**config.mk**
```make
export PLATFORM = sky130hd
export DESIGN_NAME = gf180mcu_osu_sc_gp12t3v3__inv_bist
export DESIGN_NICKNAME = d
export VERILOG_FILES = /design/src/rtl/gf180mcu_osu_sc_gp12t3v3__inv_bist.sv
export SDC_FILE = /design/constraint.sdc
export NUM_CORES = 1
export LEC_CHECK = 0
export CORE_MARGIN = 4
export CORE_UTILIZATION = 40
export DETAILED_ROUTE_END_ITERATION = 6
export GPL_ROUTABILITY_DRIVEN = 0
export PLACE_DENSITY_LB_ADDON = 0.1
export SETUP_SLACK_MARGIN = 0.1
export SLEW_MARGIN = 10
export SYNTH_ARGS = -nofsm -noshare
export SYNTH_HDL_FRONTEND = slang
export SYNTH_SLANG_ARGS = --single-unit
```
**constraint.sdc**
```tcl
create_clock -name CLK -period 4.1 [get_ports CLK]
set_input_delay 0.615 -clock CLK [delete_from_list [all_inputs] [get_ports CLK]]
set_output_delay 0.615 -clock CLK [all_outputs]
set_load 0.005 [all_outputs]
```
**src/rtl/gf180mcu_osu_sc_gp12t3v3__inv_bist.sv**
```systemverilog
`default_nettype none
`timescale 1ns/1ps
// ============================================================================
//  Module   : gf180mcu_osu_sc_gp12t3v3__inv_bist
//  Purpose  : Built-in self-test checker for a bank of WIDTH inverter cells.
//             Drives a fixed plus LFSR pattern set onto the cells. It waits
//             SETTLE cycles per pattern and then checks that each read-back
//             bit is the complement of its drive bit. It reports pass/fail,
//             a saturating error count and the index of the first failing
//             pattern.
//  Revision : 1.0 - initial release
// ============================================================================
module gf180mcu_osu_sc_gp12t3v3__inv_bist #(
  parameter int          WIDTH  = 8,
  parameter int          NPAT   = 16,
  parameter int          SETTLE = 2,
  parameter int          CNT_W  = 8,
  parameter logic [15:0] SEED   = 16'hACE1,
  localparam int         IDX_W  = (NPAT > 1) ? $clog2(NPAT) : 1
) (
  input  logic             CLK,
  input  logic             RST,
  input  logic             START,
  output logic [WIDTH-1:0] DUT_A,
  input  logic [WIDTH-1:0] DUT_Y,
  output logic             BUSY,
  output logic             DONE,
  output logic             PASS,
  output logic [CNT_W-1:0] ERR_CNT,
  output logic [IDX_W-1:0] FIRST_FAIL_IDX
);

  // The wait counter holds values 1..SETTLE; it is unused when SETTLE is 0.
  localparam int WAIT_W = (SETTLE > 1) ? $clog2(SETTLE + 1) : 1;

  localparam logic [15:0] C_ONES = 16'hFFFF;
  localparam logic [15:0] C_PAT2 = 16'h5555;
  localparam logic [15:0] C_PAT3 = 16'hAAAA;

  typedef enum logic [1:0] {
    S_IDLE   = 2'd0,
    S_WAIT   = 2'd1,
    S_SAMPLE = 2'd2,
    S_DONE   = 2'd3
  } state_t;

  state_t             state_q,  state_d;
  logic [WIDTH-1:0]   dut_a_q,  dut_a_d;
  logic               busy_q,   busy_d;
  logic               done_q,   done_d;
  logic               pass_q,   pass_d;
  logic [CNT_W-1:0]   err_q,    err_d;
  logic [IDX_W-1:0]   first_q,  first_d;
  logic               fail_q,   fail_d;
  logic [15:0]        lfsr_q,   lfsr_d;
  logic [IDX_W-1:0]   idx_q,    idx_d;
  logic [WAIT_W-1:0]  wcnt_q,   wcnt_d;

  logic [15:0]        w_lfsr_nxt;
  logic [31:0]        w_idx_nxt;
  logic               w_last;
  logic               w_fail;
  logic [WIDTH-1:0]   w_pat_nxt;

  // Fibonacci right shift; the feedback bit enters at bit 15.
  function automatic logic [15:0] lfsr_step(input logic [15:0] s);
    return {s[0] ^ s[2] ^ s[3] ^ s[5], s[15:1]};
  endfunction

  assign w_lfsr_nxt = lfsr_step(lfsr_q);
  assign w_idx_nxt  = 32'(idx_q) + 32'd1;
  assign w_last     = (32'(idx_q) == 32'(NPAT - 1));
  // A pattern fails if any read-back bit equals its drive bit.
  assign w_fail     = |(~(DUT_Y ^ dut_a_q));

  // Select the pattern for the next index: four fixed words, then the
  // seed itself, then one LFSR step per further pattern.
  always_comb begin
    w_pat_nxt = w_lfsr_nxt[WIDTH-1:0];
    if (w_idx_nxt == 32'd1) begin
      w_pat_nxt = C_ONES[WIDTH-1:0];
    end else if (w_idx_nxt == 32'd2) begin
      w_pat_nxt = C_PAT2[WIDTH-1:0];
    end else if (w_idx_nxt == 32'd3) begin
      w_pat_nxt = C_PAT3[WIDTH-1:0];
    end else if (w_idx_nxt == 32'd4) begin
      w_pat_nxt = lfsr_q[WIDTH-1:0];
    end
  end

  // Next-state and datapath: start a run, count settle cycles, score patterns.
  always_comb begin
    state_d = state_q;
    dut_a_d = dut_a_q;
    busy_d  = busy_q;
    done_d  = done_q;
    pass_d  = pass_q;
    err_d   = err_q;
    first_d = first_q;
    fail_d  = fail_q;
    lfsr_d  = lfsr_q;
    idx_d   = idx_q;
    wcnt_d  = wcnt_q;

    case (state_q)
      S_IDLE, S_DONE: begin
        if (START) begin
          dut_a_d = '0;
          busy_d  = 1'b1;
          done_d  = 1'b0;
          pass_d  = 1'b0;
          err_d   = '0;
          first_d = '0;
          fail_d  = 1'b0;
          lfsr_d  = SEED;
          idx_d   = '0;
          if (SETTLE > 0) begin
            state_d = S_WAIT;
            wcnt_d  = WAIT_W'(SETTLE);
          end else begin
            state_d = S_SAMPLE;
          end
        end
      end

      S_WAIT: begin
        if (wcnt_q == WAIT_W'(1)) begin
          state_d = S_SAMPLE;
        end else begin
          wcnt_d = wcnt_q - WAIT_W'(1);
        end
      end

      S_SAMPLE: begin
        if (w_fail) begin
          fail_d = 1'b1;
          if (err_q != {CNT_W{1'b1}}) begin
            err_d = err_q + CNT_W'(1);
          end
          if (!fail_q) begin
            first_d = idx_q;
          end
        end
        if (w_last) begin
          busy_d  = 1'b0;
          done_d  = 1'b1;
          pass_d  = !(fail_q || w_fail);
          dut_a_d = '0;
          state_d = S_DONE;
        end else begin
          idx_d   = idx_q + IDX_W'(1);
          dut_a_d = w_pat_nxt;
          // The register advances only for patterns beyond the seed.
          if (w_idx_nxt >= 32'd5) begin
            lfsr_d = w_lfsr_nxt;
          end
          if (SETTLE > 0) begin
            state_d = S_WAIT;
            wcnt_d  = WAIT_W'(SETTLE);
          end else begin
            state_d = S_SAMPLE;
          end
        end
      end

      default: state_d = S_IDLE;
    endcase
  end

  // State register with synchronous reset that overrides any run in progress.
  always_ff @(posedge CLK) begin
    if (RST) begin
      state_q <= S_IDLE;
      dut_a_q <= '0;
      busy_q  <= 1'b0;
      done_q  <= 1'b0;
      pass_q  <= 1'b0;
      err_q   <= '0;
      first_q <= '0;
      fail_q  <= 1'b0;
      lfsr_q  <= SEED;
      idx_q   <= '0;
      wcnt_q  <= '0;
    end else begin
      state_q <= state_d;
      dut_a_q <= dut_a_d;
      busy_q  <= busy_d;
      done_q  <= done_d;
      pass_q  <= pass_d;
      err_q   <= err_d;
      first_q <= first_d;
      fail_q  <= fail_d;
      lfsr_q  <= lfsr_d;
      idx_q   <= idx_d;
      wcnt_q  <= wcnt_d;
    end
  end

  assign DUT_A          = dut_a_q;
  assign BUSY           = busy_q;
  assign DONE           = done_q;
  assign PASS           = pass_q;
  assign ERR_CNT        = err_q;
  assign FIRST_FAIL_IDX = first_q;

endmodule
`default_nettype wire
```
==> out/qor.yml <==
setup_path:
  crit_chain: "inv_1 -> ha_1 -> a2111oi_0 -> o311ai_1 -> a21oi_2 -> a22o_1"
  critical_path.top_delay_family: "compound AO/OA/AOI/OAI gates"
  startpoint_kind_of_the_worst_setup_timing_path: "flip-flop"
  rrSetupSlack_ps: 1630
  crit_buf_inv: 1
  max_incr_delay_on_cp_ps: 520
  crit_start: "idx_q[0]"
  r2r_start: "idx_q[0]"
  worst_endpoint_required_time_ps: 4360
  crit_arrival_ps: 2730
  crit_path_top_delay_cell: "a2111oi_0"
  r2r.worst_path.cells: 6
  critical_path.max_fanout: 8
  end_of_the_worst_register_to_register_path: "lfsr_q[12]"
  setup.worst_path.class: "flip-flop to flip-flop"
  endpoint_kind: "flip-flop"
layout:
  ant_cells: 0
  area.growth.synth_to_final_pct: 19.5
  sequential_cell_area_um2: 961
  nets: 335
  final_cells: 390
  multi_input_comb_area_mm2: 0.00146
  drive_gt1_share_pct: 6.35
  design_area_mm2: 0.00300
  num-fill-cells: 595
clocking:
  post_cts_resize_count: 0
  cts_root_buffer: "clkbuf_8"
  clock_insertion_delay_worst_skew_ps: 310
  clock-sinks: 48
  path_clk_slew_ps: 100
  cts_tree: "done"
  max-clock-path-buffers: 2
  cts-htree-levels: 2
  cts_setup_buffers: 0
  cts_hold_buffers: 0
  cts-buffers-inserted: 5
placed_design:
  hpwl_mm: 4.41
  dpl-instance-area_mm2: 0.00290
  place.detailed.instances: 382
  dp_slack_ps: 1380
  portBuffers: 33
route:
  dr.pass1.iters: 4
  initialDrtViolationCount: 101
  per_cell_via_count_in_the_routed_design: 5.68
  wl_per_cell_um: 15.5
  route.antenna.remaining_nets: 0
  finalWirelength_mm: 6.06
  via_count: 2216
  post-route-drc-count: 0
pwr:
  cellLeakagePower_uw: 0.00114
  p_sw_uw: 253
  clock_power_share_pct: 34.1
  p_per_area_mw_per_mm2: 298
  switching_share_of_power_pct: 28.4
  comb_power_share_pct: 12.5
  portion_of_total_power_attributed_to_sequential_cells_pct: 53.4
  cell_internal_pwr_uw: 640
  peak_ir_drop_on_the_vdd_network_mv: 0.201
run_status:
  result_of_the_run: "finished clean"
min_path:
  hold-path-cell-count: 1
  holdPathEnd: "lfsr_q[10]"
  path_type_of_the_worst_min_delay_path: "flip-flop to flip-flop"
  hold_path.startpoint: "lfsr_q[11]"
synthesis:
  ys_dominant_reg_cell: "dfxtp_1"
  synthDominantAreaCellType: "dfxtp_1"
  synth.yosys.warnings: 0
  synth-edff-count: 0
  syn-mean-instance-area_um2: 8.83
  synth_top_cell_area_share_pct: 38.3
  syn_area_mm2: 0.00251
  yosys_register_bits: 48
  syn-num-nets: 305
  netlist_instances: 284
  ys_seq_area_share_pct: 38.3
  synthArstFlopShare_pct: 0
  synth_top_cells_by_area: "dfxtp_1, a21oi_1, ha_1"
  yosysUniqueCellTypes: 52
sta:
  timing_hold_violations_final: 0
  final_setup_margin_ps: 1630
  rsz0062_at_grt: "no"
  finalCriticalPeriod_ps: 2470
  slew_headroom_pct: 41.1
  final-setup-viol-count: 0
  fmax_achieved_ghz: 0.405
  layout_worst_path_cycle_share_pct: 60.3
  final.setup_skew_ps: 5.83
  tightestPinTransition_ps: 881
  finalMaxSlewViolations: 0
  final.setup.tns_ps: 0
floorplanning:
  ios: 34
  chipHeight_um: 87.2
  die-area_mm2: 0.00760
  floorplan.die.width_um: 87.2
  number_of_standard_cell_rows_in_the_floorplan: 28
  start_util_pct: 41.9
  core_area_mm2: 0.00599
global_route:
  grt_start_max_net_pins: 26
  antenna_found_initial: 0
  grt_pass1_vias: 2016
  grt_util_all_layers_pct: 16.1
  grt.overflow.total: 0
  grt_first_pass_wirelength_mm: 9.74
run:
  cap_violations: 0
power by group through the flow:
stage	registers, uW	clock network, uW	logic [uW]
2_1_floorplan	487	0	78.6
3_3_place_gp	488	0	110
3_5_place_dp	488	0	111
4_1_cts	477	314	111
5_1_grt	478	328	124
6_report	477	305	112
layer usage:
layer | GRT usage [%] | vias to the layer above | share of wire [%]
met5 | 0 | - | 0
li1 | - | 1107 | -
met1 | 22.3 | 1047 | 48
met3 | 3.60 | 9 | 4.9
met2 | 24.4 | 53 | 46
met4 | 6.14 | 0 | 1.4
worst max-delay path by stage:
stage               depth (start not counted)         end  slack, ps
CTS                                         6   lfsr_q[3]       1630
floorplan                                   6   lfsr_q[0]       2030
detailed placement                          6    DUT_A[5]       1380
global placement                            6    DUT_A[5]       1380
finish                                      6  lfsr_q[12]       1630
global route                                6   lfsr_q[4]       1390
metrics by stage:
| step | power (uW) | util (%) | hold slack (ps) |
|---|---|---|---|
| floorplan | 566 | - | 437 |
| global placement | 598 | 48.4 | 448 |
| detailed placement | 599 | 48.4 | 454 |
| CTS | 902 | 50.0 | 484 |
| global route | 930 | 50.0 | 500 |
| finish | 893 | 50.0 | 474 |
placed cells by master, fill, tap and decap left out, types with 2 or more instances in the layout:
| cell type | instances |
|---|---|
| a211oi_1 | 3 |
| a21boi_0 | 4 |
| a21o_1 | 2 |
| a21oi_1 | 26 |
| a221oi_1 | 4 |
| a22o_1 | 10 |
| a311oi_1 | 5 |
| a31o_2 | 2 |
| and2_1 | 2 |
| and3_1 | 3 |
| buf_4 | 3 |
| clkbuf_8 | 5 |
| clkdlybuf4s50_1 | 33 |
| dfxtp_1 | 48 |
| ha_1 | 10 |
| inv_1 | 9 |
| inv_6 | 2 |
| mux2i_1 | 12 |
| nand2_1 | 27 |
| nand2b_1 | 8 |
| nand3_1 | 11 |
| nand4_1 | 3 |
| nor2_1 | 15 |
| nor2b_1 | 3 |
| nor3_1 | 7 |
| nor4_1 | 2 |
| o21ai_0 | 7 |
| o21bai_1 | 2 |
| o22a_1 | 8 |
| o31a_1 | 2 |
| o41ai_1 | 2 |
| or3_1 | 3 |
| xnor2_1 | 2 |
| xor2_1 | 10 |
state kept, by name, indices dropped and copies added, names as in the netlist:
name / cells
DUT_A: 8
ERR_CNT: 8
fail_q: 1
FIRST_FAIL_IDX: 4
DONE: 1
BUSY: 1
state_q: 2
PASS: 1
wcnt_q: 2
idx_q: 4
lfsr_q: 16
synthesized netlist by cell type, types with 2 or more instances:
| library cell | n |
|---|---|
| a21oi_1 | 26 |
| xnor2_1 | 2 |
| a21o_1 | 2 |
| dfxtp_1 | 48 |
| mux2i_1 | 12 |
| a31o_2 | 2 |
| o21ai_0 | 7 |
| a22o_1 | 10 |
| nand3_1 | 11 |
| inv_1 | 9 |
| o41ai_1 | 2 |
| clkbuf_1 | 7 |
| a221oi_1 | 4 |
| buf_1 | 2 |
| nor3_1 | 7 |
| o22a_1 | 8 |
| xor2_1 | 10 |
| nor4_1 | 2 |
| and3_1 | 3 |
| nand2b_1 | 8 |
| a311oi_1 | 5 |
| nand4_1 | 3 |
| o31a_1 | 2 |
| a211oi_1 | 3 |
| nor2b_1 | 3 |
| nor2_1 | 15 |
| buf_2 | 4 |
| nand2_1 | 27 |
| o21bai_1 | 2 |
| a21boi_0 | 4 |
| ha_1 | 10 |
| or3_1 | 3 |
| and2_1 | 2 |
cells by family (layout without fill, tap and decap cells):
family | count (synthesis) | in the layout | synth area share, %
DFF | 48 | 48 | 38.3
muxes | 13 | 13 | 5.24
AOI/OAI and AO/OA | 89 | 89 | 26.0
adders and majority gates | 10 | 10 | 4.99
buffers and inverters | 22 | 53 | 3.49
xor gates and xnor gates | 12 | 12 | 4.19
and+or+nand+nor | 90 | 90 | 17.7
area by class of cell:
class | instances | share of cell area, %
Multi-Input combinational cell | 214 | 48.7
Sequential cell | 48 | 32.1
Timing Repair Buffer | 36 | 11.8
Tap cell | 75 | 3.13
Clock buffer | 5 | 2.30
Inverter | 9 | 1.13
Clock inverter | 3 | 0.877
Power figures use the tool's default switching activity.
